===== src/rtl/multdiv_pkg.sv =====
// Shared types and constants for the iterative multiply/divide unit.
package multdiv_pkg;

    localparam int unsigned ITERS   = 32;
    localparam logic [31:0] INT_MIN = 32'h8000_0000;

    typedef enum logic [1:0] {
        IDLE,
        MUL,
        DIV,
        DONE
    } state_e;

    typedef enum logic {
        OP_MUL,
        OP_DIV
    } op_e;

endpackage


===== src/rtl/multdiv_step.sv =====
// One combinational iteration shared by multiply (shift-add, LSB first)
// and restoring divide (shift-subtract, quotient shifted in at bit 0).
module multdiv_step
    import multdiv_pkg::*;
#(
    parameter int unsigned WIDTH = ITERS
) (
    input  op_e                  op_i,
    input  logic [2*WIDTH-1:0]   acc_i,
    input  logic [WIDTH-1:0]     mag_i,
    output logic [2*WIDTH-1:0]   acc_o,
    output logic                 qbit_o
);

    logic [WIDTH-1:0] addend;
    logic [WIDTH:0]   sum;
    logic [WIDTH:0]   rem;
    logic [WIDTH:0]   diff;

    always_comb begin
        addend = acc_i[0] ? mag_i : '0;
        sum    = {1'b0, acc_i[2*WIDTH-1:WIDTH]} + {1'b0, addend};
        rem    = acc_i[2*WIDTH-1:WIDTH-1];
        diff   = rem - {1'b0, mag_i};
        acc_o  = '0;
        qbit_o = 1'b0;
        if (op_i == OP_MUL) begin
            acc_o = {sum, acc_i[WIDTH-1:1]};
        end else begin
            // diff[WIDTH] set means the trial subtraction borrowed: restore
            qbit_o = ~diff[WIDTH];
            acc_o  = {(qbit_o ? diff[WIDTH-1:0] : rem[WIDTH-1:0]),
                      acc_i[WIDTH-2:0], 1'b0};
        end
    end

endmodule


===== src/rtl/multdiv_ctrl.sv =====
// Sequencing controller for the iterative signed multiply/divide unit.
// Optional MULTDIV_EARLY_DONE_EN: trivially-known results skip the iterations.
module multdiv_ctrl
    import multdiv_pkg::*;
#(
    parameter int unsigned WIDTH = ITERS,
    parameter int unsigned CNT_W = 6
) (
    input  logic             clock,
    input  logic             reset,
    input  logic             ctrl_MULT,
    input  logic             ctrl_DIV,
    input  logic [WIDTH-1:0] data_operandA,
    input  logic [WIDTH-1:0] data_operandB,
    output logic [WIDTH-1:0] data_result,
    output logic             data_exception,
    output logic             data_resultRDY,
    output logic             busy
);

    localparam logic [CNT_W-1:0] LAST_STEP = CNT_W'(WIDTH - 1);

    state_e             state_q;
    op_e                op_q;
    logic               neg_q;
    logic [CNT_W-1:0]   cnt_q;
    logic [2*WIDTH-1:0] acc_q;
    logic [WIDTH-1:0]   mag_q;
    logic [WIDTH-1:0]   result_q;
    logic               exc_q;
    logic               rdy_q;
    logic               busy_q;

    logic               start;
    op_e                start_op;
    logic               start_neg;
    logic [WIDTH-1:0]   a_mag;
    logic [WIDTH-1:0]   b_mag;
    logic [2*WIDTH-1:0] step_acc;
    logic               step_q;
    logic [2*WIDTH-1:0] acc_d;
    logic [2*WIDTH-1:0] prod;
    logic [WIDTH-1:0]   quo;
    logic [WIDTH-1:0]   result_d;
    logic               exc_d;
    logic               early;
    logic               early_exc;

    multdiv_step #(
        .WIDTH (WIDTH)
    ) u_step (
        .op_i   (op_q),
        .acc_i  (acc_q),
        .mag_i  (mag_q),
        .acc_o  (step_acc),
        .qbit_o (step_q)
    );

    always_comb begin
        start     = ctrl_MULT | ctrl_DIV;
        start_op  = ctrl_MULT ? OP_MUL : OP_DIV;
        start_neg = data_operandA[WIDTH-1] ^ data_operandB[WIDTH-1];
        // Unsigned negate: INT_MIN maps to itself, which is its true magnitude
        a_mag     = data_operandA[WIDTH-1] ? -data_operandA : data_operandA;
        b_mag     = data_operandB[WIDTH-1] ? -data_operandB : data_operandB;
    end

    always_comb begin
        acc_d    = step_acc | {{(2*WIDTH-1){1'b0}}, step_q};
        prod     = neg_q ? -acc_d : acc_d;
        quo      = acc_d[WIDTH-1:0];
        result_d = '0;
        exc_d    = 1'b0;
        if (op_q == OP_MUL) begin
            result_d = prod[WIDTH-1:0];
            exc_d    = prod[2*WIDTH-1:WIDTH] != {WIDTH{prod[WIDTH-1]}};
        end else if (mag_q == '0) begin
            result_d = '0;
            exc_d    = 1'b1;
        end else begin
            result_d = neg_q ? -quo : quo;
            // A positive quotient with the top bit set only arises from INT_MIN / -1
            exc_d    = ~neg_q & quo[WIDTH-1];
        end
    end

`ifdef MULTDIV_EARLY_DONE_EN
    always_comb begin
        early     = start & ((data_operandA == '0) | (data_operandB == '0));
        early_exc = ~ctrl_MULT & ctrl_DIV & (data_operandB == '0);
    end
`else
    always_comb begin
        early     = 1'b0;
        early_exc = 1'b0;
    end
`endif

    always_ff @(posedge clock) begin
        if (reset) begin
            state_q  <= IDLE;
            op_q     <= OP_MUL;
            neg_q    <= 1'b0;
            cnt_q    <= '0;
            acc_q    <= '0;
            mag_q    <= '0;
            result_q <= '0;
            exc_q    <= 1'b0;
            rdy_q    <= 1'b0;
            busy_q   <= 1'b0;
        end else begin
            rdy_q <= 1'b0;
            if (start) begin
                op_q   <= start_op;
                neg_q  <= start_neg;
                cnt_q  <= '0;
                mag_q  <= b_mag;
                acc_q  <= {{WIDTH{1'b0}}, a_mag};
                busy_q <= 1'b1;
                if (early) begin
                    state_q  <= DONE;
                    result_q <= '0;
                    exc_q    <= early_exc;
                    rdy_q    <= 1'b1;
                end else begin
                    state_q <= (start_op == OP_MUL) ? MUL : DIV;
                end
            end else begin
                unique case (state_q)
                    MUL, DIV: begin
                        acc_q <= acc_d;
                        cnt_q <= cnt_q + CNT_W'(1);
                        if (cnt_q == LAST_STEP) begin
                            state_q  <= DONE;
                            result_q <= result_d;
                            exc_q    <= exc_d;
                            rdy_q    <= 1'b1;
                        end
                    end
                    DONE: begin
                        state_q <= IDLE;
                        busy_q  <= 1'b0;
                    end
                    default: begin
                        state_q <= IDLE;
                    end
                endcase
            end
        end
    end

    assign data_result    = result_q;
    assign data_exception = exc_q;
    assign data_resultRDY = rdy_q;
    assign busy           = busy_q;

endmodule


===== config.mk =====
export PLATFORM = sky130hd
export DESIGN_NAME = multdiv_ctrl
export DESIGN_NICKNAME = d
export VERILOG_FILES = /design/src/rtl/multdiv_pkg.sv /design/src/rtl/multdiv_step.sv /design/src/rtl/multdiv_ctrl.sv
export SDC_FILE = /design/constraint.sdc
export NUM_CORES = 1
export LEC_CHECK = 0
export CAP_MARGIN = 30
export CORE_MARGIN = 5
export CORE_UTILIZATION = 41
export CTS_CLUSTER_SIZE = 8
export DETAILED_ROUTE_END_ITERATION = 8
export HOLD_SLACK_MARGIN = 0.12
export SYNTH_ARGS = -nofsm -noshare
export SYNTH_HDL_FRONTEND = slang
export SYNTH_SLANG_ARGS = --single-unit

===== constraint.sdc =====
create_clock -name clock -period 7.9 [get_ports clock]
set_input_delay 1.58 -clock clock [delete_from_list [all_inputs] [get_ports clock]]
set_output_delay 1.58 -clock clock [all_outputs]
set_load 0.05 [all_outputs]

# Yosys cells after proc, flatten, opt, wreduce, memory -nomap -nowiden
# Cells that the tools add are included.
# W data, S select, Z words.
# op_classes
muxes,22
eq_ne,6
reduce_logical,7
add_sub_neg,7
bitwise,8
# op_table
op,n
$mux W32,9
$mux W64,2
$neg A32 Y32,3
$neg A64 Y64,1
$or A64 B1 Y64,1
$add A32 B32 Y33,1
$sub A33 B32 Y33,1
$logic_not A32 Y1,1
$ne A32 B32 Y1,1
$mux W2,4
$mux W1,7
$add A6 B1 Y6 const B,1
$eq A6 B5 Y1 const B,1
$eq A2 B2 Y1 const B,2
$not A1 Y1,4
$reduce_bool A2 Y1,2
$reduce_or A2 Y1,2
$ne A3 B3 Y1 const B,1
$reduce_and A3 Y1,1
$reduce_or A3 Y1,1
$eq A2 B1 Y1 const B,1
$and A1 B1 Y1,1
$or A1 B1 Y1,1
$xor A1 B1 Y1,1
# word_totals
output_inout_bits,35
wordCells,61
ff_bits,141
inputBits,68

# Logic depth before layout (Yosys ltp)
# logic_depth
depth_word,8
mapped_depth,28

# Cells and area by module
# From an unflattened synthesis, not the netlist that was laid out.
# unflattened
cells_unflattened,1683
hier_area_um2,12978.7
# modules_own_cells
mod,cells_each,n_inst,area_per_inst_um2
multdiv_ctrl,998,1,8298.0
multdiv_step,685,1,4680.7

# Worst setup path before layout
# OpenSTA, ideal clock, no wires.
# synth_timing
path_type,reg2reg
from,register op_q
to,register exc_q (netlist: data_exception)
arrival_time_ns,5.838
setup_time_ns,0.124
t_required_ns,7.776
period_less_slack_ns,5.962
stages_incl_launch_ff,27
path_slack_ns,1.938
path_cell_list,dfxtp_1 -> buf_6 -> buf_6 -> buf_2 -> buf_2 -> buf_1 -> buf_2 -> buf_2 -> buf_1 -> buf_2 -> mux2i_1 -> ha_1 -> o21ai_0 -> nand2b_1 -> or2_1 -> or2_1 -> clkbuf_1 -> or3_1 -> buf_2 -> a21o_1 -> nor3_4 -> a31oi_1 -> xnor2_1 -> or4b_2 -> mux2_4 -> nor2_2 -> a21oi_1
# synth_via
elab_chain_cells,6
# synth_rtl
item,line,text
"start, declared",multdiv_ctrl.sv:24,op_e op_q;
"start signal, assigned",multdiv_ctrl.sv:114,op_q <= start_op;
$mux W64 / $mux W1 (equally long branches),multdiv_step.sv:27,if (op_i == OP_MUL) begin
$or A64 B1 Y64,multdiv_ctrl.sv:69,"acc_d = step_acc | {{(2*WIDTH-1){1'b0}}, step_q};"
$neg A64 Y64,multdiv_ctrl.sv:70,prod = neg_q ? -acc_d : acc_d;
$mux W64,multdiv_ctrl.sv:70,
$ne A32 B32 Y1,multdiv_ctrl.sv:76,exc_d = prod[2*WIDTH-1:WIDTH] != {WIDTH{prod[WIDTH-1]}};
$mux W1 *,multdiv_ctrl.sv:74,if (op_q == OP_MUL) begin
"end signal, assigned",multdiv_ctrl.sv:123,exc_q <= early_exc;
"end, declared",multdiv_ctrl.sv:30,logic exc_q;
# Every way passes the cells marked *; elsewhere a longest branch is shown, timed or not.
# A chain may end at the register's enable or synchronous reset.

# Final worst setup path
# layout_timing
from,register acc_q[31]
to,register exc_q (netlist: data_exception)
# layout_via
elab_chain_cells,8
# layout_rtl
item,line,text
"start, declared",multdiv_ctrl.sv:27,logic [2*WIDTH-1:0] acc_q;
"start signal, assigned",multdiv_ctrl.sv:118,"acc_q <= {{WIDTH{1'b0}}, a_mag};"
$sub A33 B32 Y33,multdiv_step.sv:24,"diff = rem - {1'b0, mag_i};"
$mux W32 / $not A1 Y1 (equally long branches),"multdiv_step.sv:32, multdiv_step.sv:31",
$mux W64 / $mux W1 (equally long branches),multdiv_step.sv:27,
$or A64 B1 Y64 *,multdiv_ctrl.sv:69,
$neg A64 Y64,multdiv_ctrl.sv:70,
$mux W64 *,multdiv_ctrl.sv:70,
$ne A32 B32 Y1 *,multdiv_ctrl.sv:76,
$mux W1 *,multdiv_ctrl.sv:74,
# Marks and branches as above.

==> out/metrics.cfg <==
[setup_path]
worst_setup_path_start_kind = flop
path_max_fanout = 18
cp_top_family = simple AND/OR/NAND/NOR gates
cp_slowest_cell = a21boi_2
cp.arrival_ns = 6.87
max_stage_delay_ns = 0.65
cp-end-kind = flop
crit_path_cell_trace = inv_1 > ha_1 > fa_1 > nand2b_1 > a21o_1 > a21boi_2 > o211ai_2 > a21boi_2 > nor2_1 > nor2_1 > ha_1 > o21ai_0 > nand2b_1 > or2_1 > or2_1 > or3_1 > a21o_1 > nor3_4 > a31oi_1 > xnor2_1 > or4b_2 > mux2_4 > nor2_2 > a21oi_1
path_buf_inv = 1
path_class = flop to flop
critPathRequiredTime_ns = 8.23

[global_route]
grt_antenna_before_repair = 0
grt_overflow = 0
grt_pass1_vias = 13480
grtUsageTotal_pct = 25.66
grt_max_degree = 95
grt_first_pass_wirelength_um = 78360

[power]
powerDensity_mw_per_mm2 = 149.5
power_frac_comb_pct = 30.2
intPower_mw = 1.515
clkPwrFrac_pct = 36.6
leakagePower_nw = 6.075
vdd_ir_drop_max_uv = 125.0
seqPwrFrac_pct = 33.3
swShare_pct = 36.88
power.switching_uw = 885.2

[drt]
ant_nets = 0
wire_per_inst_um = 21.12
firstDrtPassIters = 5
num_vias = 14700
drt_iter0_markers = 1372
routed_wl_um = 51100
route.detailed.drc = 0
viasPerCell = 6.074

[synthesis]
synth_area_mm2 = 0.01411
ys_async_sr_fraction_pct = 0
syn_avg_cell_area_um2 = 7.347
synthTopCellsByCount = nor2_1, dfxtp_1, nand2_1
yosysSeqAreaShare_pct = 20.01
ys.flop_type = dfxtp_1
synth-seq-cells = 141
ys_warn_count = 0
synth-edff-count = 0
yosysMostFrequentCell = nor2_1
synth_nets = 2059
synth_top_area_cell = dfxtp_1
netlist.area_leader.share_pct = 20.01
syn_inst = 1920
synth_cell_types = 100
synth_area_leaders = dfxtp_1, xor2_1, nor2_1

[run]
cap_viol_max_count = 0

[timing]
period_minus_slack_ns = 6.540
relSlewSlack_pct = 32.12
setup_viol = 0
hold_violations = 0
min_period_over_period_pct = 82.79
fin_tns_setup_ns = 0
worst_pin_slew_ns = 1.018
drv_slew = 0
fin_skew_ns = 0.01929
fmax_mhz = 152.9
rsz0062_at_grt = no

[finish]
seqCellArea_mm2 = 0.002828
drive_gt1_share_pct = 6.310
multi_input_area_mm2 = 0.01050
fillers = 3478
final_cells = 2420
area_delta_synth_final_pct = 13.83
fin_nets = 2091
antenna_cells = 0

[place]
io_buffers = 102
dp.cells = 2388
gp_congestion = 0.9604
dp_hpwl_um = 40150

[run_status]
status = finished, final reports clean

[die]
die_x_um = 195.5
rows = 68
die_y_um = 195.5
io_pins = 103
coreArea_mm2 = 0.03429
start_util_pct = 41.14
dieArea_mm2 = 0.03821

[cts]
cts_buffers = 17
clk_pin_slew_ns = 0.07
clk_latency_ns = 0.44
hold_buffers = 0
cts.sinks = 141
post_cts_buffers = 0
cts_buffer_depth = 2
cts.htree.levels = 4
cts_resized = 0
clock_tree.root_cell = clkbuf_16
cts_tree = done

[min_path]
hold_path_class = flop to flop

[kinds of logic after synthesis]
kind of cell	count (synthesis)	synth area share, %
AO/OA/AOI/OAI	609	29.55
XOR/XNOR	162	10.06
adder cells (fa/ha/maj)	71	6.404
buffers and inverters	189	5.686
flip-flops	141	20.01
multiplexers	58	4.169
AND/OR/NAND/NOR	690	24.12
[worst paths after layout]
| kind | slack [ns] | cells after the start | start | endpoint |
|---|---|---|---|---|
| worst min-delay path | 0.49 | 2 | cnt_q[5] | cnt_q[5] |
| worst min register to register | 0.49 | 2 | cnt_q[5] | cnt_q[5] |
| worst max register to register | 1.36 | 24 | acc_q[31] | data_exception |
| worst max-delay path | 1.36 | 24 | acc_q[31] | data_exception |
[placed cells by master (no fill, tap or decap), types with 8 or more instances in the layout]
cell type	Yosys	layout
a211oi_1	83	83
nand2b_1	25	25
mux2i_1	55	55
inv_1	70	70
nor3_1	37	37
nand2_1	136	136
o21a_1	20	20
o41ai_1	14	14
xor2_1	113	113
a21o_1	18	18
a22oi_1	36	36
nand4_1	30	30
a21boi_0	10	10
clkdlybuf4s50_1	0	101
nor2b_1	14	14
o211ai_1	16	16
a21oi_1	131	131
or3_1	20	19
or4_1	16	16
o2111ai_1	8	8
nor4_1	21	21
and2_1	47	47
o21ai_0	118	118
nor2_1	257	256
or2_2	13	12
xnor2_1	49	49
o31ai_1	32	32
nand3_1	28	28
clkbuf_16	0	18
dfxtp_1	141	139
a31oi_1	19	19
ha_1	69	68
buf_4	5	24
[per-stage QoR]
stage               cell area (µm²)  power [mW]  worst slack (ns)  util (%)  hold slack (ns)
floorplan                     14110       1.296             1.938         -           0.4569
global placement              15350       1.518             1.496     44.77           0.4693
detailed placement            15440       1.524             1.404     45.02           0.4783
CTS                           16060       2.398             1.381     46.83           0.4871
global route                  16060       2.506            0.8060     46.83           0.5328
finish                        16060       2.400             1.360     46.83           0.4907
[layout make-up]
type                    instances  area share, %
multi-input cells            1590          65.39
flip-flops and latches        141          17.61
repair buffers                130          7.909
well taps                     455          3.546
clock buffers                  18          2.805
inverters                      72          1.683
clock inverters                14          1.052
[layer usage]
layer / track usage [%] / up-vias / share of wire [%]
met5: 0 / - / 0
met4: 10.01 / 0 / 4.1
met3: 4.917 / 90 / 7.4
met2: 38.13 / 565 / 43
met1: 36.60 / 6940 / 46
li1: - / 7105 / -
[power groups by stage]
stage                     clock, mW  combinational [mW]  sequential [mW]
after floorplan                   0               0.510            0.787
after global placement            0               0.706            0.812
after detailed placement          0               0.711            0.814
after CTS                     0.886               0.715            0.797
after global routing          0.914               0.789            0.803
final                         0.878               0.724            0.799
[worst reg2reg max path, cell delays in order, from the launching register on]
cell and delay (ns):
dfxtp_1 0.41, inv_1 0.07, ha_1 0.22, fa_1 0.39, nand2b_1 0.17, a21o_1 0.21
a21boi_2 0.23, o211ai_2 0.18, a21boi_2 0.65, nor2_1 0.20, nor2_1 0.19, ha_1 0.19
o21ai_0 0.11, nand2b_1 0.19, or2_1 0.31, or2_1 0.37, or3_1 0.49, a21o_1 0.26
nor3_4 0.18, a31oi_1 0.14, xnor2_1 0.22, or4b_2 0.61, mux2_4 0.29, nor2_2 0.09
a21oi_1 0.06
[registers in the layout, summed over array words and instances, names as in the netlist]
| signal | cells |
|---|---|
| acc_q | 64 |
| data_result | 32 |
| mag_q | 32 |
| cnt_q | 6 |
| state_q | 2 |
| busy | 1 |
| data_exception | 1 |
| data_resultRDY | 1 |
| neg_q | 1 |
| op_q | 1 |
No activity file was read; power rests on OpenSTA's default activity.
